<file path="src/rtl/if_fetch_unit_if.sv">
// Fetch-stage bus bundle: redirect input, instruction-memory port, decode handshake.
// master = fetch unit side, slave = surrounding pipeline / memory side.
interface if_fetch_unit_if #(
    parameter int IM_AW = 16
);
    logic             redirect_valid;
    logic [31:0]      redirect_pc;
    logic             IM_enable;
    logic             IM_write;
    logic [31:0]      IM_in;
    logic [IM_AW-1:0] IM_address;
    logic [31:0]      IM_out;
    logic             id_valid;
    logic             id_ready;
    logic [31:0]      id_inst;
    logic [31:0]      id_pc;

    modport master (
        input  redirect_valid, redirect_pc, IM_out, id_ready,
        output IM_enable, IM_write, IM_in, IM_address,
        output id_valid, id_inst, id_pc
    );

    modport slave (
        output redirect_valid, redirect_pc, IM_out, id_ready,
        input  IM_enable, IM_write, IM_in, IM_address,
        input  id_valid, id_inst, id_pc
    );
endinterface

</file>
<file path="src/rtl/if_fetch_unit.sv">
// Instruction fetch stage: PC, IM access and a small fetch queue to decode.
// Optional IF_FETCH_PERF_EN adds fetch/stall performance counters.
module if_fetch_unit #(
    parameter logic [31:0] RESET_PC = 32'h0000_0000,
    parameter int          FQ_DEPTH = 4,
    parameter int          IM_AW    = 16
) (
    input  logic  clk,
    input  logic  rst,
    if_fetch_unit_if.master bus
`ifdef IF_FETCH_PERF_EN
    ,
    output logic [31:0] perf_fetch_cnt,
    output logic [31:0] perf_stall_cnt
`endif
);
    localparam int PW = $clog2(FQ_DEPTH);
    localparam logic [PW:0] FULL_C = (PW+1)'(FQ_DEPTH);

    logic [31:0]   pc_q, pc_d;
    logic [PW:0]   cnt_q, cnt_d;
    logic [PW-1:0] rd_q, rd_d;
    logic [PW-1:0] wr_q, wr_d;
    logic [31:0]   qpc_q   [FQ_DEPTH];
    logic [31:0]   qinst_q [FQ_DEPTH];

    logic valid;
    logic pop;
    logic fire;

    assign valid = (cnt_q != '0);
    assign pop   = valid & bus.id_ready;
    assign fire  = rst & ~bus.redirect_valid & ((cnt_q != FULL_C) | pop);

    assign bus.IM_enable  = fire;
    assign bus.IM_write   = 1'b0;
    assign bus.IM_in      = '0;
    assign bus.IM_address = pc_q[IM_AW+1:2];

    // Gate the head so reset/flush never exposes stale storage.
    assign bus.id_valid = valid;
    assign bus.id_inst  = valid ? qinst_q[rd_q] : '0;
    assign bus.id_pc    = valid ? qpc_q[rd_q]   : '0;

    always_comb begin
        pc_d  = pc_q;
        cnt_d = cnt_q;
        rd_d  = rd_q;
        wr_d  = wr_q;
        if (!rst) begin
            pc_d  = RESET_PC;
            cnt_d = '0;
            rd_d  = '0;
            wr_d  = '0;
        end else if (bus.redirect_valid) begin
            pc_d  = {bus.redirect_pc[31:2], 2'b00};
            cnt_d = '0;
            rd_d  = '0;
            wr_d  = '0;
        end else begin
            if (fire) begin
                pc_d = pc_q + 32'd4;
                wr_d = wr_q + 1'b1;
            end
            if (pop) begin
                rd_d = rd_q + 1'b1;
            end
            cnt_d = cnt_q + {{PW{1'b0}}, fire} - {{PW{1'b0}}, pop};
        end
    end

    always_ff @(posedge clk) begin
        pc_q  <= pc_d;
        cnt_q <= cnt_d;
        rd_q  <= rd_d;
        wr_q  <= wr_d;
    end

    // Queue storage needs no reset; visibility is governed by cnt_q.
    always_ff @(posedge clk) begin
        if (fire) begin
            qpc_q[wr_q]   <= pc_q;
            qinst_q[wr_q] <= bus.IM_out;
        end
    end

`ifdef IF_FETCH_PERF_EN
    logic [31:0] fetch_cnt_q;
    logic [31:0] stall_cnt_q;

    always_ff @(posedge clk) begin
        if (!rst) begin
            fetch_cnt_q <= '0;
            stall_cnt_q <= '0;
        end else begin
            if (fire) begin
                fetch_cnt_q <= fetch_cnt_q + 32'd1;
            end
            if (!bus.redirect_valid && !fire) begin
                stall_cnt_q <= stall_cnt_q + 32'd1;
            end
        end
    end

    assign perf_fetch_cnt = fetch_cnt_q;
    assign perf_stall_cnt = stall_cnt_q;
`endif
endmodule

</file>
<file path="src/flat_wrapper.sv">
// flat-port wrapper written by rule: the top's interface ports become plain ports
module if_fetch_unit_flat 
#(
    parameter logic [31:0] RESET_PC = 32'h0000_0000,
    parameter int          FQ_DEPTH = 4,
    parameter int          IM_AW    = 16
)
  (clk, rst, bus_redirect_valid, bus_redirect_pc, bus_IM_out, bus_id_ready, bus_IM_enable, bus_IM_write, bus_IM_in, bus_IM_address, bus_id_valid, bus_id_inst, bus_id_pc);
  if_fetch_unit_if #(.IM_AW(IM_AW)) bus_i ();
  input  logic clk;
  input  logic rst;
  input wire logic [$bits(bus_i.redirect_valid)-1:0] bus_redirect_valid;
  input wire logic [$bits(bus_i.redirect_pc)-1:0] bus_redirect_pc;
  input wire logic [$bits(bus_i.IM_out)-1:0] bus_IM_out;
  input wire logic [$bits(bus_i.id_ready)-1:0] bus_id_ready;
  output wire logic [$bits(bus_i.IM_enable)-1:0] bus_IM_enable;
  output wire logic [$bits(bus_i.IM_write)-1:0] bus_IM_write;
  output wire logic [$bits(bus_i.IM_in)-1:0] bus_IM_in;
  output wire logic [$bits(bus_i.IM_address)-1:0] bus_IM_address;
  output wire logic [$bits(bus_i.id_valid)-1:0] bus_id_valid;
  output wire logic [$bits(bus_i.id_inst)-1:0] bus_id_inst;
  output wire logic [$bits(bus_i.id_pc)-1:0] bus_id_pc;
  assign bus_i.redirect_valid = bus_redirect_valid;
  assign bus_i.redirect_pc = bus_redirect_pc;
  assign bus_i.IM_out = bus_IM_out;
  assign bus_i.id_ready = bus_id_ready;
  assign bus_IM_enable = bus_i.IM_enable;
  assign bus_IM_write = bus_i.IM_write;
  assign bus_IM_in = bus_i.IM_in;
  assign bus_IM_address = bus_i.IM_address;
  assign bus_id_valid = bus_i.id_valid;
  assign bus_id_inst = bus_i.id_inst;
  assign bus_id_pc = bus_i.id_pc;
  if_fetch_unit #(.RESET_PC(RESET_PC), .FQ_DEPTH(FQ_DEPTH), .IM_AW(IM_AW)) u_core (.clk(clk), .rst(rst), .bus(bus_i));
endmodule
</file>
<file path="config.mk">
export PLATFORM = sky130hd
export DESIGN_NAME = if_fetch_unit_flat
export DESIGN_NICKNAME = d
export VERILOG_FILES = /design/src/rtl/if_fetch_unit_if.sv /design/src/rtl/if_fetch_unit.sv /design/src/flat_wrapper.sv
export SDC_FILE = /design/constraint.sdc
export NUM_CORES = 1
export LEC_CHECK = 0
export CAP_MARGIN = 20
export CELL_PAD_IN_SITES_DETAIL_PLACEMENT = 1
export CELL_PAD_IN_SITES_GLOBAL_PLACEMENT = 1
export CORE_MARGIN = 2
export CORE_UTILIZATION = 29
export CTS_CLUSTER_SIZE = 12
export DETAILED_ROUTE_END_ITERATION = 12
export PLACE_DENSITY_LB_ADDON = 0.1
export SLEW_MARGIN = 0
export SYNTH_ARGS = -nofsm -noshare
export SYNTH_HDL_FRONTEND = slang
export SYNTH_SLANG_ARGS = --single-unit
</file>
<file path="constraint.sdc">
create_clock -name clk -period 3.1 [get_ports clk]
set_input_delay 0.62 -clock clk [delete_from_list [all_inputs] [get_ports clk]]
set_output_delay 0.62 -clock clk [all_outputs]
set_load 0.05 [all_outputs]
</file>
# Word level (Yosys, flattened, before mapping)
# Memories as Yosys holds them, arrays and structs flattened. A register that Yosys moved wholly into a read port is not among the register bits.
# Index checks and enable logic that the tools add are counted.
totals:
  ramBits: 256
  latch_bits: 0
  memories: 2
  register_bits: 39
  elab_cells: 32
  rom_bits: 0
  out_inout_bits: 115
mem_list:
  columns: ["memory", "words", "width", "read_ports", "rd_clocked_by_memory_dff", "wr", "line", "rtl"]
  rows:
  - ["u_core.qinst_q", 4, 32, 1, 1, 1, "if_fetch_unit.sv:25", "logic [31:0] qinst_q [FQ_DEPTH];"]
  - ["u_core.qpc_q", 4, 32, 1, 1, 1, "if_fetch_unit.sv:24", "logic [31:0] qpc_q [FQ_DEPTH];"]
op_classes:
  multipliers: 0
  shift: 0
  eq_ne: 1
  reduce_logical: 3
  n_div: 0
  mux: 10
  addsub: 5
  bitwise_logic: 6
  order_cmp: 0
ops:
  columns: ["cell", "count"]
  rows:
  - ["two-way mux 32 bit", 4]
  - ["adder 32 x 3 -> 32 bit (second input constant)", 1]
  - ["two-way mux 2 bit", 4]
  - ["adder 2 x 1 -> 2 bit (second input constant)", 2]
  - ["adder 3 x 1 -> 3 bit", 1]
  - ["AND 1 bit", 3]
  - ["!= test 3 bit (second input constant)", 1]
  - ["nonzero test 3 bit", 1]
  - ["subtractor 3 x 1 -> 3 bit", 1]
  - ["two-way mux 1 bit", 2]
  - ["inverter 1 bit", 2]
  - ["nonzero test 2 bit", 1]
  - ["OR reduction 2 bit", 1]
  - ["bitwise OR 1 bit", 1]

# Depth between registers and ports, before layout
depth:
  ltp_word: 6
  ltp_mapped: 11
  ltp_nobuf: 10

# Worst setup path before layout
# OpenSTA, ideal clock, no wires.
synth_timing:
  kind: "input to register"
  startpoint: "in bus_id_ready"
  endpoint: "reg u_core.cnt_q[2]"
  n_path_buf: 1
  setup_slack_ns: 0.073
  t_arrival_ns: 2.911
  path_stages: 11
  required_ns: 2.984
  setup_ns: 0.116
  cell_sequence: "nor4b_1 > clkbuf_1 > nor2_1 > inv_1 > ha_1 > inv_1 > ha_1 > inv_1 > fa_1 > xnor2_1 > nor2_1"
synth_via:
  elab_chain_len: 5
synth_lines:
  columns: ["item", "line", "rtl"]
  rows:
  - ["start, declared", "flat_wrapper.sv:15", "input wire logic [$bits(bus_i.id_ready)-1:0] bus_id_ready;"]
  - ["AND 1 bit", "if_fetch_unit.sv:32", "assign pop = valid & bus.id_ready;"]
  - ["bitwise OR 1 bit", "if_fetch_unit.sv:33", "assign fire = rst & ~bus.redirect_valid & ((cnt_q != FULL_C) | pop);"]
  - ["AND 1 bit", "if_fetch_unit.sv:33", null]
  - ["net bus_IM_enable", "flat_wrapper.sv:16", "output wire logic [$bits(bus_i.IM_enable)-1:0] bus_IM_enable;"]
  - ["adder 3 x 1 -> 3 bit", "if_fetch_unit.sv:68", "cnt_d = cnt_q + {{PW{1'b0}}, fire} - {{PW{1'b0}}, pop};"]
  - ["subtractor 3 x 1 -> 3 bit", "if_fetch_unit.sv:68", null]
  - ["end signal, assigned", "if_fetch_unit.sv:74", "cnt_q <= cnt_d;"]
  - ["end, declared", "if_fetch_unit.sv:21", "logic [PW:0] cnt_q, cnt_d;"]
# The timed path passes the listed nets, and every way through them passes these cells.
# A chain may end at the register's enable or synchronous reset.

==> run_results.csv <==
group,metric,value,unit
floorplanning,die-area,42500,um^2
detailed_routing,wl_per_cell,20.69,um
floorplanning,initial_utilization,29.22,%
floorplanning,die_y,206.1,um
detailed_routing,drt_iter0_markers,313,
detailed_routing,vias_per_cell,4.687,
final_layout,area.growth.synth_to_final,25.87,%
floorplanning,ios,183,
detailed_routing,routed_wl,29410,um
global_route,grt_pass1_wl,44840,um
floorplanning,fp.coreArea,40550,um^2
pwr,ir_drop,0.2795,mV
final_layout,final_layout_size_suffix_gt1_share,22.72,%
synth,ys_seq_elements,287,
final_layout,final_nets,940,
synth,avgSynthCellArea,16.83,um^2
final_layout,num-fill-cells,4123,
sta,setup_viol,0,
setup_path,r2r-start,"u_core.cnt_q[1]",
detailed_routing,ant_nets,0,
setup_path,crit_arrival,2.36,ns
final_layout,stdcell_count,1421,
cts,clk_pin_slew,0.05,ns
synth,synth_ff_type,"edfxtp_1",
global_route,grtUsageTotal,14.09,%
synth,synthTopCellsByArea,"edfxtp_1, mux4_2, dfxtp_1, and2_1, buf_4",
pwr,p_leak,5.007,nW
global_route,use_met3,2.460,%
synth,ys_seq_area_share,69.43,%
final_layout,n_antenna_cell,0,
cts,cts_max_path_buffers,3,
synth,synth_enable_flop_cells,248,
setup_path,cp_max_fo,37,
hold_path,holdCritStartpoint,"u_core.wr_q[1]",
synth,synth.largest_area_cell,"edfxtp_1",
place,port_buffers,145,
sta,tightest_slew,0.5422,ns
synth,ys_warn_count,0,
cts,htreeDepth,2,
setup_path,required,2.48,ns
job,maxCapViolCount,0,
floorplanning,rows,74,
global_route,grt_max_degree,50,
sta,hold_viol,0,
synth,synth.cell_area,11850,um^2
place,hpwl,18490,um
cts,cts_sinks,287,
sta,max_freq,335.8,MHz
global_route,met2_usage,23.86,%
global_route,antenna_found_initial,0,
cts,clk_latency,0.51,ns
pwr,cellPowerDensity,606.2,nW/um^2
hold_path,min_path_type,"flip-flop to flip-flop",
sta,drv_slew,0,
setup_path,endpoint_kind,"output pin",
place,place_ws,0.1041,ns
synth,netlist_instances,704,
cts,holdBufCountCts,0,
cts,cts_tree,"built",
sta,setup_ws,0.1219,ns
synth,yosys.area.top_type_share,62.84,%
global_route,gr-total-overflow,0,
global_route,grt_busiest_layer,"met2",
detailed_routing,drc,0,
cts,numCtsBuffers,35,
detailed_routing,drt_first_pass_iters,4,
setup_path,start_kind,"flip-flop",
synth,synthArstFlopShare,0,%
detailed_routing,via_count,6660,
place,dp_cells,1355,
sta,period_minus_slack,2.978,ns
place,routabilityCongestion,0.7070,
setup_path,critical_path_class,"flip-flop to output pin",
sta,fin_skew,0.01415,ns
cts,root_buffer,"clkbuf_16",
synth,yosysUniqueCellTypes,40,
outcome,status,"completed",
global_route,grt_pass1_vias,7395,
global_route,met1_usage,18.37,%
final_layout,fin_util,36.78,%
floorplanning,fp.dieW,206.1,um
sta,slew-limit-headroom,63.74,%
sta,finalCritPeriodShare,96.07,%
registers in the layout, summed over array words and instances (netlist names), named ones only:
| name | flops |
|---|---|
| u_core.qinst_q | 128 |
| u_core.qpc_q | 120 |
| u_core.pc_q | 30 |
| u_core.cnt_q | 3 |
| u_core.rd_q | 2 |
| u_core.wr_q | 2 |
power breakdown:
| part | internal [W] | leakage (nW) | switching, W |
|---|---|---|---|
| Combinational | 0.000338 | 1.90 | 0.000641 |
| Clock | 0.00217 | 0.509 | 0.00151 |
| Sequential | 0.00431 | 2.60 | 0.0000781 |
| Total | 0.00681 | 5.01 | 0.00223 |
per-stage QoR:
step | area [um^2] | TNS (ns) | hold WS [ns] | total power, W
floorplan | 11980 | 0 | 0.4647 | 0.005111
finish | 14920 | 0 | 0.5000 | 0.009041
detailed placement | 13820 | 0 | 0.5036 | 0.005466
CTS | 14900 | 0 | 0.5113 | 0.009208
global placement | 13820 | 0 | 0.4743 | 0.005441
global route | 14920 | -0.006297 | 0.5651 | 0.009398
Yosys cell counts, drive strengths merged, types with 9 or more instances:
cell	n
a21oi	9
a31oi	16
and2	67
buf	61
clkbuf	29
dfxtp	39
edfxtp	248
mux4	62
nand2	14
nand3	13
nand4	10
o21ai	32
o31ai	9
or3	10
or4	14
final timing paths:
check                    endpoint  slack, ns  cells after the start
hold / removal     u_core.wr_q[1]       0.50                      2
setup / recovery    bus_id_pc[10]       0.12                      5
hold reg to reg    u_core.wr_q[1]       0.50                      2
setup reg to reg  u_core.cnt_q[2]       0.55                     10
cells by family after synthesis:
| kind of cell | synth area share [%] |
|---|---|
| simple gates | 8.373 |
| xor+xnor | 1.035 |
| other cells | 0.03165 |
| compound gates | 3.685 |
| mux | 11.78 |
| buf+inv | 4.751 |
| flops | 69.43 |
| fa+ha+maj | 0.9080 |
worst max-delay path, cell delays in order (launching register included):
cell	delay, ns
dfxtp_4	0.41
buf_12	0.16
buf_16	0.29
mux4_2	0.54
and2_1	0.22
buf_4	0.21
per-layer routing:
layer | share of wire (%) | vias up | routed length (um)
li1 | - | 2993 | -
met2 | 49 | 167 | 14550
met4 | 2.6 | 0 | 772
met1 | 44 | 3454 | 12890
met3 | 4.1 | 46 | 1198
met5 | 0 | - | 0
timing repair:
item	in CTS	in global routing
buffers inserted	4	0
gates resized for setup	15	3
endpoints found under the setup margin	52	2
final cells by class:
cell class                      instances  area, um^2  area share, %
Clock buffer                           45       955.9          6.409
Clock inverter                         17       77.57         0.5201
Inverter                                6       22.52         0.1510
Multi-Input combinational cell        355        3214          21.55
Sequential cell                       287        8235          55.21
Tap cell                              532       665.6          4.463
Timing Repair Buffer                  179        1744          11.69
cell usage in the layout, fill, tap and decap left out, types with 2 or more instances in the layout:
| master | n |
|---|---|
| edfxtp_1 | 248 |
| clkdlybuf4s50_1 | 82 |
| buf_4 | 69 |
| and2_1 | 67 |
| mux4_2 | 62 |
| clkbuf_16 | 37 |
| dfxtp_1 | 37 |
| conb_1 | 35 |
| o21ai_0 | 32 |
| a31oi_1 | 16 |
| nand2_1 | 14 |
| or4_1 | 14 |
| dlygate4sd2_1 | 14 |
| nand3_1 | 12 |
| buf_12 | 12 |
| or3_1 | 9 |
| nand4_1 | 9 |
| a21oi_1 | 9 |
| o31ai_1 | 9 |
| nor2_1 | 8 |
| xnor2_1 | 8 |
| clkinv_1 | 8 |
| clkbuf_1 | 8 |
| clkinv_2 | 8 |
| ha_1 | 7 |
| nand2b_1 | 6 |
| inv_1 | 6 |
| xor2_1 | 6 |
| nor3_1 | 5 |
| and3_4 | 4 |
| o211a_1 | 3 |
| and4_1 | 3 |
| and3_1 | 2 |
| nand4b_1 | 2 |
| dfxtp_4 | 2 |
Power figures use the tool's default switching activity.
